## src/rtl/instr_encoder.sv

```systemverilog
// RV32I instruction encoder: turns a field bundle into a 32-bit word and queues
// it, with its instruction-memory byte address, in a 2-entry output FIFO.
module instr_encoder #(
   parameter int                    DATA_WIDTH = 32,
   parameter logic [DATA_WIDTH-1:0] BASE_ADDR  = '0
) (
   input  logic                  clk,
   input  logic                  rst_n,
   input  logic                  clear,
   input  logic                  in_valid,
   output logic                  in_ready,
   input  logic [2:0]            fmt,
   input  logic [6:0]            opcode,
   input  logic [4:0]            rd,
   input  logic [4:0]            rs1,
   input  logic [4:0]            rs2,
   input  logic [2:0]            funct3,
   input  logic [6:0]            funct7,
   input  logic [31:0]           imm,
   output logic                  out_valid,
   input  logic                  out_ready,
   output logic [DATA_WIDTH-1:0] out_instr,
   output logic [DATA_WIDTH-1:0] out_addr,
   output logic [15:0]           instr_count,
   output logic                  err
);

   localparam logic [2:0] FMT_R = 3'd0;
   localparam logic [2:0] FMT_I = 3'd1;
   localparam logic [2:0] FMT_S = 3'd2;
   localparam logic [2:0] FMT_B = 3'd3;
   localparam logic [2:0] FMT_U = 3'd4;
   localparam logic [2:0] FMT_J = 3'd5;

   logic [DATA_WIDTH-1:0] mem [2];
   logic                  wr_ptr;
   logic                  rd_ptr;
   logic [1:0]            count;
   logic [DATA_WIDTH-1:0] addr;
   logic [31:0]           enc;
   logic                  legal;
   logic                  accept;
   logic                  push;
   logic                  pop;

   always_comb begin
      enc   = 32'h0;
      legal = 1'b1;
      unique case (fmt)
         FMT_R: enc = {funct7, rs2, rs1, funct3, rd, opcode};
         FMT_I: begin
            // Shift-immediate forms carry funct7 in the upper bits, shamt below it.
            if (opcode == 7'b0010011 && (funct3 == 3'b001 || funct3 == 3'b101))
               enc = {funct7, imm[4:0], rs1, funct3, rd, opcode};
            else
               enc = {imm[11:0], rs1, funct3, rd, opcode};
         end
         FMT_S: enc = {imm[11:5], rs2, rs1, funct3, imm[4:0], opcode};
         FMT_B: begin
            enc = {imm[12], imm[10:5], rs2, rs1, funct3, imm[4:1], imm[11], opcode};
            if (imm[0]) legal = 1'b0;
         end
         FMT_U: enc = {imm[31:12], rd, opcode};
         FMT_J: begin
            enc = {imm[20], imm[10:1], imm[11], imm[19:12], rd, opcode};
            if (imm[0]) legal = 1'b0;
         end
         default: legal = 1'b0;
      endcase
      if (fmt != FMT_I && opcode[1:0] != 2'b11) legal = 1'b0;
   end

   // rst_n gates in_ready so it reads 0 throughout reset and 1 as soon as it lifts.
   assign in_ready  = rst_n && (count != 2'd2);
   assign out_valid = (count != 2'd0);
   assign out_instr = mem[rd_ptr];
   assign out_addr  = addr;

   assign accept = in_valid && in_ready && !clear;
   assign push   = accept && legal;
   assign pop    = out_valid && out_ready && !clear;

   always_ff @(posedge clk or negedge rst_n) begin
      if (!rst_n) begin
         mem[0]      <= '0;
         mem[1]      <= '0;
         wr_ptr      <= 1'b0;
         rd_ptr      <= 1'b0;
         count       <= 2'd0;
         addr        <= BASE_ADDR;
         instr_count <= 16'd0;
         err         <= 1'b0;
      end else if (clear) begin
         wr_ptr      <= 1'b0;
         rd_ptr      <= 1'b0;
         count       <= 2'd0;
         addr        <= BASE_ADDR;
         instr_count <= 16'd0;
         err         <= 1'b0;
      end else begin
         if (push) begin
            mem[wr_ptr] <= enc;
            wr_ptr      <= ~wr_ptr;
         end
         if (pop) begin
            rd_ptr      <= ~rd_ptr;
            addr        <= addr + DATA_WIDTH'(4);
            instr_count <= instr_count + 16'd1;
         end
         count <= count + {1'b0, push} - {1'b0, pop};
         if (accept && !legal) err <= 1'b1;
      end
   end

endmodule

```

## config.mk

```make
export PLATFORM = sky130hd
export DESIGN_NAME = instr_encoder
export DESIGN_NICKNAME = d
export VERILOG_FILES = /design/src/rtl/instr_encoder.sv
export SDC_FILE = /design/constraint.sdc
export NUM_CORES = 1
export LEC_CHECK = 0
export CAP_MARGIN = 10
export CORE_MARGIN = 3
export CORE_UTILIZATION = 27
export CTS_BUF_LIST = sky130_fd_sc_hd__clkbuf_8
export CTS_CLUSTER_SIZE = 16
export DETAILED_ROUTE_END_ITERATION = 16
export DONT_BUFFER_PORTS = 1
export GPL_TIMING_DRIVEN = 0
export PLACE_DENSITY = 0.49
export SLEW_MARGIN = 20
export SYNTH_ARGS = -nofsm -noshare
export SYNTH_HDL_FRONTEND = slang
export SYNTH_SLANG_ARGS = --single-unit
```

## constraint.sdc

```tcl
create_clock -name clk -period 1.9 [get_ports clk]
set_clock_uncertainty 0.1 [all_clocks]
set_input_delay 0.285 -clock clk [delete_from_list [all_inputs] [get_ports clk]]
set_output_delay 0.285 -clock clk [all_outputs]
set_load 0.02 [all_outputs]
```

==> results.py <==
metrics = {
    "synthesis": {
        "ys.warnings.count": 0,
        "synth-seq-cells": 115,
        "yosysMostFrequentCell": "dfrtp_1",
        "synth_xor_area_share_pct": 4.03,
        "synth_area_leader_cell": "dfrtp_1",
        "ys_seq_area_share_pct": 47.3,
        "synthMuxAreaShare_pct": 17.3,
        "synth_top_family_by_area": "multiplexers",
        "synth-simple-area-share_pct": 14.2,
        "synthFlopType": "dfrtp_1",
        "synthAdderAreaFrac_pct": 0.822,
        "syn_avg_cell_area_um2": 10.7,
        "synth_compound_area_share_pct": 12.3,
        "yosysUniqueCellTypes": 53,
        "ys_top_cells_by_area": "dfrtp_1, mux2_2, a21oi_1, xnor2_1, nor2_1",
        "synth_commonest_cells": "dfrtp_1, mux2_2, a21oi_1, nor2_1, nand2_1",
        "yosysTopAreaCellShare_pct": 47.3,
        "async_flop_share_pct": 100,
        "syn_area_um2": 6090,
        "synth_edf_count": 0,
        "synthCells": 568,
    },
    "critical_path": {
        "endpoint_kind": "flop",
        "crit_path_top_delay_cell": "dfrtp_2",
        "critical_path.max_fanout": 7,
        "r2r_end": "out_addr[29]$_DFFE_PN0N_",
        "r2r_cells": 5,
        "startpoint_type": "flop",
        "path_class": "flop to flop",
        "reg2reg_slack_ps": -180,
        "cp.required_ps": 2160,
        "reg2reg_from": "out_addr[4]$_DFFE_PN0N_",
        "slowest_delay_ps": 480,
        "worstSetupStartpoint": "out_addr[4]$_DFFE_PN0N_",
        "path_cells": "nand4_1 -> or3_4 -> buf_6 -> or4_4 -> a21oi_2",
        "crit_arrival_ps": 2340,
    },
    "detailed_routing": {
        "viasPerCell": 5.18,
        "ant_nets": 0,
        "post_drt_wl_per_cell_um": 20.4,
        "dr.pass1.iters": 4,
        "wl_um": 19100,
        "drc": 0,
        "via_count": 4841,
        "drtIter0Drc": 265,
    },
    "cells_and_area": {
        "synthToLayoutAreaGrowth_pct": 33.1,
        "drive_gt1_share_pct": 41.0,
        "multiInputGateArea_um2": 3390,
        "fin_nets": 717,
        "num_antenna_cells": 0,
        "utilization_pct": 36.9,
        "seqCellArea_um2": 2910,
        "fillers": 2147,
    },
    "timing": {
        "slew_headroom_pct": 59.0,
        "fin_ws_ps": -176,
        "rsz0062_at_grt": "yes",
        "finalMaxSlewViolations": 0,
        "whs_ps": -556,
        "hold_viol": 115,
        "setup_viol_count_final": 18,
        "fmax_ghz": 0.482,
        "period_share_pct": 109,
        "period_minus_slack_ps": 2080,
        "tightest_slew_ps": 614,
    },
    "clock_network": {
        "clk_latency_ps": 430,
        "cts_root_buffer": "clkbuf_8",
        "htreeDepth": 4,
        "cts_buffers": 17,
        "cts_tree": "done",
        "cts.path.max_buffers": 2,
        "path_clk_slew_ps": 80,
        "cts_num_sinks": 115,
    },
    "floorplan": {
        "row_count": 54,
        "ios": 155,
        "fp.dieH_um": 156,
        "die_x_um": 156,
        "start_util_pct": 27.7,
        "core-area_um2": 22000,
        "dieArea_um2": 24400,
    },
    "pwr": {
        "seq_power_share_pct": 43.9,
        "switching_power_mw": 1.90,
        "power.density_nw_per_um2": 788,
        "vdd_ir_drop_max_mv": 0.344,
        "power.leakage_nw": 3.33,
        "pwr-share-comb_pct": 19.6,
        "intPower_mw": 4.48,
        "p_sw_share_pct": 29.8,
        "p_clk_share_pct": 36.5,
    },
    "global_route": {
        "grt_pass1_vias": 4931,
        "antenna_found_initial": 0,
        "grt_usage_pct": 15.2,
        "grt_max_degree": 119,
        "grt_pass1_wl_um": 29000,
        "grt_overflow_total": 0,
    },
    "placement": {
        "portBuffers": 0,
        "gp_congestion": 0.833,
        "place_hpwl_um": 13000,
    },
    "worst_hold_path": {
        "hp-class": "input pin to async pin",
    },
    "run": {
        "maxCapViolations": 0,
    },
    "outcome": {
        "violations": "negative hold slack, negative setup slack",
        "status": "finished with violations",
    },
}
==> layout by cell type, fill, tap and decap left out, types with 10 or more instances in the layout <==
cell,Yosys,final
nand3_1,13,11
xnor2_1,17,15
nor3_1,10,10
buf_4,6,33
o21ai_0,12,11
xor2_1,11,11
clkbuf_8,0,20
a21oi_1,33,27
buf_6,0,11
mux2_4,0,43
a22o_1,11,11
a31oi_1,18,18
dfrtp_1,115,86
inv_1,12,11
dfrtp_2,0,29
mux2_2,90,47
buf_12,0,11
nand2_1,28,27
nor2_1,31,30
nand4_1,14,14
clkbuf_1,21,12
==> what timing repair did <==
action / CTS / global route
endpoints found under the setup margin: 118 / 111
gates cloned: 5 / 2
resized for setup: 115 / 49
hold buffers: 8 / 1
setup buffers: 32 / 14
endpoints found under the hold margin: 129 / 117
pin swaps: 8 / 25
==> worst max path at each step <==
stage	to	slack, ps	cells past startpoint
after floorplan	out_addr[24]$_DFFE_PN0N_	-40	5
after global placement	count[0]$_DFF_PN0_	-490	8
after detailed placement	count[0]$_DFF_PN0_	-520	8
after CTS	out_addr[16]$_DFFE_PN0N_	-160	5
after global routing	out_addr[29]$_DFFE_PN0N_	-260	5
final	out_addr[29]$_DFFE_PN0N_	-180	5
==> worst max-delay path, delay by kind of cell (launching register included) <==
kind | cells | cell delay [ps]
compound gates | 1 | 140
simple gates | 3 | 1140
flops | 1 | 480
buf+inv | 1 | 150
==> metrics by stage <==
step	cells	power, mW	setup TNS (ps)	instance area [um^2]	worst slack, ps
floorplan	569	3.64	-93.6	6170	-39.8
global placement	849	3.85	-24360	6530	-491
detailed placement	849	3.89	-27280	6530	-523
CTS	925	6.46	-4400	7850	-157
global route	934	6.68	-4220	8100	-255
finish	934	6.38	-2110	8100	-176
==> power by group through the flow <==
stage	Clock, mW	Sequential, mW	Combinational, mW
2_1_floorplan	0	2.80	0.843
4_1_cts	2.41	2.80	1.24
5_1_grt	2.51	2.83	1.33
3_5_place_dp	0	2.84	1.05
3_3_place_gp	0	2.82	1.03
6_report	2.33	2.80	1.25
==> flip-flops by register name, indices dropped and copies added, names as in the netlist <==
name         flops
out_addr        30
mem             64
err              1
count            2
instr_count     16
wr_ptr           1
rd_ptr           1
==> final cells by class <==
cell class,count,area share [%]
repair buffers,59,8.12
clock buffers,19,3.23
plain buffers,35,4.25
flip-flops and latches,115,36.0
multi-input cells,400,41.8
well taps,280,4.32
inverters,13,0.602
clock inverters,13,1.67
==> kinds of logic after synthesis <==
logic type               Yosys count
other                              1
XOR/XNOR                          28
adder cells (fa/ha/maj)            4
multiplexers                      94
buffers and inverters             54
AND/OR/NAND/NOR                  160
AO/OA/AOI/OAI                    112
flip-flops                       115
==> layer usage <==
layer  GRT usage [%]  wire (um)  up-vias
met5               0          0        -
met4            4.59        284        0
met3            5.49       1520       20
met2            24.8       9210      179
met1            19.0       8080     2403
li1                -          -     2239
No activity file was read; power rests on OpenSTA's default activity.
